==> src/rtl/conv2_window_buf_pkg.sv <==
// rtl/conv2_window_buf_pkg.sv - shared geometry and tap mapping for the conv2 window buffer
// Purpose: default DATA_W/IMG_W/IMG_H/K/N_CH, the per-channel shift chain length,
//          counter widths, and the window-tap to chain-stage mapping.
// Ports:   none (package).
package conv2_window_buf_pkg;

  localparam int DATA_W    = 12;
  localparam int IMG_W     = 12;
  localparam int IMG_H     = 12;
  localparam int K         = 5;
  localparam int N_CH      = 3;

  // Enough stages to hold K-1 full rows plus the K newest pixels of the current row.
  localparam int CHAIN_LEN = (K - 1) * IMG_W + K;

  localparam int COL_W     = $clog2(IMG_W);
  localparam int ROW_W     = $clog2(IMG_H);

  // Tap i = r*K + cc (r=0 top/oldest row, cc=0 leftmost/oldest column).
  // Stage 0 is the newest pixel, so tap K*K-1 maps to stage 0.
  function automatic int tap_stage(input int i);
    return (K - 1 - i / K) * IMG_W + (K - 1 - i % K);
  endfunction

endpackage

==> src/rtl/conv2_window_buf_if.sv <==
// rtl/conv2_window_buf_if.sv - pixel-in / window-out bundle of the conv2 window buffer
// Purpose: groups the pixel input and window output signals.
// Ports:   valid_in, data_in (pixel producer -> buffer);
//          win_out, valid_out_buf, frame_done (buffer -> conv2_calc_* array).
//          frame_done exists only when CONV2_WIN_FRAME_DONE_EN is defined.
// Modports: master = pixel producer / window consumer side, slave = window buffer.
interface conv2_win_if;
  import conv2_window_buf_pkg::*;

  logic                          valid_in;
  logic [N_CH*DATA_W-1:0]        data_in;
  logic [N_CH*K*K*DATA_W-1:0]    win_out;
  logic                          valid_out_buf;

`ifdef CONV2_WIN_FRAME_DONE_EN
  logic                          frame_done;

  modport master (output valid_in, data_in, input win_out, valid_out_buf, frame_done);
  modport slave  (input valid_in, data_in, output win_out, valid_out_buf, frame_done);
`else
  modport master (output valid_in, data_in, input win_out, valid_out_buf);
  modport slave  (input valid_in, data_in, output win_out, valid_out_buf);
`endif

endinterface

==> src/rtl/conv2_window_buf_line_shift.sv <==
// rtl/conv2_window_buf_line_shift.sv - one channel's enable-gated pixel shift chain
// Purpose: module conv2_line_shift; shifts din into stage 0 on every enabled edge,
//          exposing every stage flat (stage s at [s*DATA_W +: DATA_W]).
// Ports:   clk, rst_n (async active-low), en (shift enable), din (new pixel),
//          stages (CHAIN_LEN*DATA_W flat view, stage 0 = newest).
module conv2_line_shift #(
  parameter int DATA_W    = 12,
  parameter int CHAIN_LEN = 53
) (
  input  logic                        clk,
  input  logic                        rst_n,
  input  logic                        en,
  input  logic [DATA_W-1:0]           din,
  output logic [CHAIN_LEN*DATA_W-1:0] stages
);

  always_ff @(posedge clk or negedge rst_n) begin
    if (!rst_n) begin
      stages <= '0;
    end else if (en) begin
      stages <= {stages[(CHAIN_LEN-1)*DATA_W-1:0], din};
    end
  end

endmodule

==> src/rtl/conv2_window_buf.sv <==
// rtl/conv2_window_buf.sv - streaming KxK window generator feeding the conv2_calc_* array
// Purpose: accepts raster-order pixels of N_CH maps in lockstep and presents every fully
//          valid KxK window (no padding, stride 1) with a registered 1-cycle valid pulse.
// Ports:   clk, rst_n (async active-low), bus (conv2_win_if.slave: valid_in, data_in,
//          win_out, valid_out_buf, and frame_done when enabled).
// Config:  CONV2_WIN_FRAME_DONE_EN adds the frame_done pulse on the last pixel of a frame.
module conv2_window_buf
  import conv2_window_buf_pkg::*;
(
  input  logic       clk,
  input  logic       rst_n,
  conv2_win_if.slave bus
);

  logic [COL_W-1:0] col;
  logic [ROW_W-1:0] row;
  logic             valid_q;
  logic             col_last;
  logic             row_last;
  logic             win_ready;

  assign col_last  = (col == COL_W'(IMG_W - 1));
  assign row_last  = (row == ROW_W'(IMG_H - 1));
  // The pixel at (row,col) completes a window once K rows and K columns of this frame are in.
  assign win_ready = (row >= ROW_W'(K - 1)) && (col >= COL_W'(K - 1));

  always_ff @(posedge clk or negedge rst_n) begin
    if (!rst_n) begin
      col     <= '0;
      row     <= '0;
      valid_q <= 1'b0;
    end else begin
      valid_q <= bus.valid_in && win_ready;
      if (bus.valid_in) begin
        if (col_last) begin
          col <= '0;
          row <= row_last ? '0 : row + ROW_W'(1);
        end else begin
          col <= col + COL_W'(1);
        end
      end
    end
  end

  assign bus.valid_out_buf = valid_q;

`ifdef CONV2_WIN_FRAME_DONE_EN
  logic frame_done_q;

  always_ff @(posedge clk or negedge rst_n) begin
    if (!rst_n) begin
      frame_done_q <= 1'b0;
    end else begin
      frame_done_q <= bus.valid_in && row_last && col_last;
    end
  end

  assign bus.frame_done = frame_done_q;
`endif

  logic [CHAIN_LEN*DATA_W-1:0] stages [N_CH];
  // Stages between the window rows only carry line delay and are never tapped.
  logic [N_CH-1:0]             unused_stage_parity;

  for (genvar ch = 0; ch < N_CH; ch++) begin : g_ch
    conv2_line_shift #(
      .DATA_W    (DATA_W),
      .CHAIN_LEN (CHAIN_LEN)
    ) u_shift (
      .clk    (clk),
      .rst_n  (rst_n),
      .en     (bus.valid_in),
      .din    (bus.data_in[ch*DATA_W +: DATA_W]),
      .stages (stages[ch])
    );

    assign unused_stage_parity[ch] = ^stages[ch];

    for (genvar i = 0; i < K * K; i++) begin : g_tap
      assign bus.win_out[(ch*K*K+i)*DATA_W +: DATA_W] =
        stages[ch][tap_stage(i)*DATA_W +: DATA_W];
    end
  end

endmodule

==> src/flat_wrapper.sv <==
// flat-port wrapper written by rule: the top's interface ports become plain ports
module conv2_window_buf_flat import conv2_window_buf_pkg::*;
  (clk, rst_n, bus_valid_in, bus_data_in, bus_win_out, bus_valid_out_buf);
  conv2_win_if bus_i ();
  input  logic clk;
  input  logic rst_n;
  input wire logic [$bits(bus_i.valid_in)-1:0] bus_valid_in;
  input wire logic [$bits(bus_i.data_in)-1:0] bus_data_in;
  output wire logic [$bits(bus_i.win_out)-1:0] bus_win_out;
  output wire logic [$bits(bus_i.valid_out_buf)-1:0] bus_valid_out_buf;
  assign bus_i.valid_in = bus_valid_in;
  assign bus_i.data_in = bus_data_in;
  assign bus_win_out = bus_i.win_out;
  assign bus_valid_out_buf = bus_i.valid_out_buf;
  conv2_window_buf u_core (.clk(clk), .rst_n(rst_n), .bus(bus_i));
endmodule
==> config.mk <==
export PLATFORM = sky130hd
export DESIGN_NAME = conv2_window_buf_flat
export DESIGN_NICKNAME = d
export VERILOG_FILES = /design/src/rtl/conv2_window_buf_pkg.sv /design/src/rtl/conv2_window_buf_if.sv /design/src/rtl/conv2_window_buf_line_shift.sv /design/src/rtl/conv2_window_buf.sv /design/src/flat_wrapper.sv
export SDC_FILE = /design/constraint.sdc
export NUM_CORES = 2
export LEC_CHECK = 0
export ABC_AREA = 0
export CORE_MARGIN = 3
export CORE_UTILIZATION = 55
export CTS_BUF_LIST = sky130_fd_sc_hd__clkbuf_4 sky130_fd_sc_hd__clkbuf_8
export DETAILED_ROUTE_END_ITERATION = 10
export GPL_ROUTABILITY_DRIVEN = 0
export PLACE_DENSITY_LB_ADDON = 0.08
export SLEW_MARGIN = 5
export SYNTH_ARGS = -nofsm -noshare
export SYNTH_HDL_FRONTEND = slang
export SYNTH_HIERARCHICAL = 1
export SYNTH_SLANG_ARGS = --single-unit
==> constraint.sdc <==
create_clock -name clk -period 1.5 [get_ports clk]
set_input_delay 0.15 -clock clk [delete_from_list [all_inputs] [get_ports clk]]
set_output_delay 0.15 -clock clk [all_outputs]
set_load 0.05 [all_outputs]
==> reports/qor.log <==
INFO  finish         final_util=78.9%
INFO  floorplanning  die_height=367um
INFO  detailed_routing remaining_drc_errors=0
INFO  detailed_routing drt.antenna.violating_nets=0
INFO  detailed_routing average_via_count_per_standard_cell=5.27
INFO  logic_synthesis synth_xor_xnor_area_share=0%
INFO  clock_tree     clockBufferDepth=4
INFO  clock_tree     clock_sink_count=1917
INFO  setup_path     timing.critical_path.max_delay_family=flip-flops
INFO  sta            setup-violations-final=912
INFO  sta            timing.setup.tns=-161.50ns
INFO  clock_tree     cts.htree.levels=5
INFO  sta            fin_crit_sh=118%
INFO  setup_path     cp.arrival=1.62ns
INFO  sta            finalClockSkew=0.0560ns
INFO  logic_synthesis post_synth_and_or_nand_nor_area_fraction=0.143%
INFO  clock_tree     clock-root-buffer=sky130_fd_sc_hd__clkbuf_8
INFO  global_route   grt_first_pass_wirelength=285000um
INFO  setup_path     critPathKind=register to output port
INFO  global_route   first_global_vias=47100
INFO  setup_path     crit_path_start_kind=register
INFO  clock_tree     clk_pin_slew=0.06ns
INFO  detailed_routing met2RoutedLength=94700um
INFO  logic_synthesis postSynthCellCount=4070
INFO  setup_path     largest_fanout_on_the_critical_path=2
INFO  clock_tree     numCtsBuffers=322
INFO  logic_synthesis largest_family_of_logic_cells_by_synthesized_area=multiplexers
INFO  detailed_routing route.detailed.wl_per_inst=23.0um
INFO  logic_synthesis synth_fp_nets=4111
INFO  power          leakage=50.9nW
INFO  power          internal_power=0.120W
INFO  logic_synthesis synth-compound-area-share=0.0628%
INFO  floorplanning  fp.dieArea=0.135sqmm
INFO  setup_path     buffer_and_inverter_count_on_the_worst_path=1
INFO  sta            timing.final.ws_setup=-0.272ns
INFO  setup_path     slowest_delay=0.48ns
INFO  logic_synthesis synthesis.yosys.warnings=6
INFO  global_route   grt_overflow=0
INFO  floorplanning  floorplan.initialDensity=55.8%
INFO  power          ir_worst_vdd=2.38mV
INFO  power          power_frac_seq=40.7%
INFO  sta            final_min_period=1.77ns
INFO  power          power_switching_share=34.2%
INFO  detailed_routing highest_layer=met5
INFO  sta            tightest_slew=1.16ns
INFO  run_status     result_of_the_run=complete, but fails checks
INFO  placement      hpwl=109000um
INFO  sta            achievable-frequency=564MHz
INFO  sta            report.final.slew_viol_count=0
INFO  detailed_routing drt-met1-wl=78000um
INFO  finish         drive_above_1_share=71.1%
INFO  sta            rsz0062_at_grt=yes
INFO  global_route   number_of_antenna_violations_at_the_first_check_in_global_routing=3
INFO  floorplanning  placeableCoreArea=0.129sqmm
INFO  placement      port-buffer-count=939
INFO  floorplanning  die_w=367um
INFO  logic_synthesis ys_ff_latch=1917
INFO  placement      place_ws=0.0540ns
INFO  power          power-per-cell-area=1790mW/mm^2
INFO  clock_tree     tritoncts=done
INFO  job            cap_viol_max_count=0
INFO  sta            timing.max_slew.rel_slack=22.5%
INFO  logic_synthesis yosysSeqAreaShare=66.9%
INFO  logic_synthesis synth_mux_area_share=30.7%
INFO  power          power_switching=0.0622W
INFO  global_route   groute.usage.overall=27.3%
INFO  hold_path      timing.hold.worst.class=input pin to register
INFO  sta            final_count_of_hold_timing_violations=0
INFO  setup_path     worstPathCellList=buf_12
INFO  floorplanning  num_io_pins=940
INFO  power          clockPowerShare=26.3%
INFO  setup_path     critical_path_required=1.35ns
INFO  finish         final_nets=6476
INFO  finish         area_growth_syn_to_layout=41.5%
INFO  detailed_routing routed-via-count=44100
INFO  detailed_routing met3_wl_post_dr=11500um
INFO  logic_synthesis post_synth_adder_cell_area=0.0349%
INFO  run_status     violated_checks=negative setup slack
INFO  detailed_routing drt_iter0_drc=2218
INFO  logic_synthesis synthDistinctLibCells=20
INFO  setup_path     cpMaxStageDelayCell=sky130_fd_sc_hd__dfrtp_2
INFO  setup_path     kind_of_end_point_of_the_critical_path=output port
INFO  detailed_routing drt_first_pass_iters=5
INFO  global_route   pin_count_of_the_biggest_net_entering_global_routing=89
INFO  floorplanning  site_rows=131
INFO  clock_tree     clk-insertion-delay-late=0.96ns
INFO  detailed_routing drt_wl_total=193000um
INFO  logic_synthesis synth_area=0.0717sqmm
INFO  power          p_comb_share=33.1%
INFO  logic_synthesis post_synth.cell_area_avg=17.6squm
## logic make-up (layout without fill, tap and decap cells)
family | after synthesis | in the layout
other | 0 | 3
adders and majority gates | 2 | 2
DFF | 1917 | 1917
and+or+nand+nor | 16 | 16
AOI/OAI and AO/OA | 7 | 7
buffers and inverters | 216 | 2793
muxes | 1912 | 1912
## cells in the mapped netlist
master | count | share of area, %
sky130_fd_sc_hd__a21boi_0 | 1 | 0.010
sky130_fd_sc_hd__a21o_2 | 1 | 0.012
sky130_fd_sc_hd__a311oi_1 | 1 | 0.012
sky130_fd_sc_hd__and4b_2 | 1 | 0.016
sky130_fd_sc_hd__buf_2 | 45 | 0.31
sky130_fd_sc_hd__buf_4 | 150 | 1.6
sky130_fd_sc_hd__buf_6 | 18 | 0.28
sky130_fd_sc_hd__dfrtp_1 | 1917 | 67
sky130_fd_sc_hd__ha_1 | 2 | 0.035
sky130_fd_sc_hd__inv_1 | 3 | 0.016
sky130_fd_sc_hd__mux2_2 | 1792 | 28
sky130_fd_sc_hd__mux2_4 | 120 | 2.5
sky130_fd_sc_hd__nand2_1 | 4 | 0.021
sky130_fd_sc_hd__nand3_1 | 3 | 0.021
sky130_fd_sc_hd__nand3b_1 | 1 | 0.010
sky130_fd_sc_hd__nand4b_4 | 1 | 0.033
sky130_fd_sc_hd__nor2_1 | 4 | 0.021
sky130_fd_sc_hd__nor3b_1 | 1 | 0.010
sky130_fd_sc_hd__o21ai_0 | 4 | 0.028
sky130_fd_sc_hd__or4_1 | 1 | 0.010
## power by group through the flow
stage	clock network [W]	logic [W]	registers (W)
6_report	0.0477	0.0601	0.0740
5_1_grt	0.0514	0.0625	0.0753
4_1_cts	0.0484	0.0576	0.0736
3_5_place_dp	0	0.0460	0.0749
3_3_place_gp	0	0.0453	0.0745
2_1_floorplan	0	0.0130	0.0887
## sequential cells by signal, summed over array words and instances (netlist names)
register	flops
u_core/bus.valid_out_buf	1
u_core/col	4
u_core/g_ch.u_shift/stages	1908
u_core/row	4
## layer usage
| layer | GRT usage (%) | up-vias |
|---|---|---|
| met5 | 0 | - |
| met4 | 11.4 | 2 |
| li1 | - | 19200 |
| met3 | 7.04 | 452 |
| met2 | 43.8 | 1423 |
| met1 | 35.6 | 23000 |
## path summary, 6_finish.rpt
kind / slack (ns) / from / to / cells after the start
setup / recovery: -0.27 / u_core/g_ch[2].u_shift/stages[335] / bus_win_out[743] / 1
hold / removal: 0.13 / bus_valid_in / u_core/g_ch[0].u_shift/stages[491] / 5
setup reg to reg: -0.13 / u_core/g_ch[2].u_shift/stages[606] / u_core/g_ch[2].u_shift/stages[606] / 4
hold reg to reg: 0.47 / u_core/g_ch[1].u_shift/stages[405] / u_core/g_ch[1].u_shift/stages[417] / 1
max in group asynchronous: 0.15 / rst_n / u_core/g_ch[2].u_shift/stages[335] / 6
min in group asynchronous: 0.42 / rst_n / u_core/g_ch[0].u_shift/stages[480] / 4
## cells in the final DEF (no fill, tap or decap), types with 2 or more instances in the layout
cell type                         instances
sky130_fd_sc_hd__diode_2                  3
sky130_fd_sc_hd__clkbuf_8               409
sky130_fd_sc_hd__buf_6                  858
sky130_fd_sc_hd__clkinvlp_4               3
sky130_fd_sc_hd__mux2_4                 120
sky130_fd_sc_hd__inv_1                    3
sky130_fd_sc_hd__buf_8                    8
sky130_fd_sc_hd__mux2_2                1792
sky130_fd_sc_hd__clkdlybuf4s50_1         36
sky130_fd_sc_hd__nand3_1                  3
sky130_fd_sc_hd__clkinv_2                16
sky130_fd_sc_hd__o21ai_0                  4
sky130_fd_sc_hd__dfrtp_2                163
sky130_fd_sc_hd__nor2_1                   4
sky130_fd_sc_hd__bufinv_16                3
sky130_fd_sc_hd__dlygate4sd3_1          104
sky130_fd_sc_hd__dfrtp_1               1754
sky130_fd_sc_hd__dlymetal6s4s_1           2
sky130_fd_sc_hd__buf_12                 129
sky130_fd_sc_hd__clkbuf_4               105
sky130_fd_sc_hd__buf_4                 1110
sky130_fd_sc_hd__buf_16                   5
sky130_fd_sc_hd__nand2_1                  4
## final cells by class
class | count | area (sq um)
Clock inverter | 22 | 193
Antenna cell | 3 | 7.51
Fill cell | 6901 | 27100
Clock buffer | 514 | 6420
Multi-Input combinational cell | 1937 | 22200
Sequential cell | 1917 | 48200
Inverter | 3 | 11.3
Tap cell | 1729 | 2160
Timing Repair Buffer | 2254 | 22300
## metrics by stage
step	hold slack [ns]	cell area, sq um	cells	power, W
after global routing	0.0571	101000	8378	0.189
final	0.129	101000	8379	0.182
after detailed placement	0.0378	82500	6726	0.121
after CTS	0.00669	99600	8136	0.180
after global placement	0.0395	82500	6726	0.120
after floorplan	-0.146	71700	4070	0.102
## timing repair
| action | in CTS | in global routing |
|---|---|---|
| setup endpoints to repair | 901 | 980 |
| gates resized for setup | 1022 | 22 |
| hold buffers | 140 | 4 |
| cloned | 0 | 1 |
| buffers inserted | 734 | 261 |
| hold endpoints to repair | 3749 | 41 |
No activity file was read; power rests on OpenSTA's default activity.
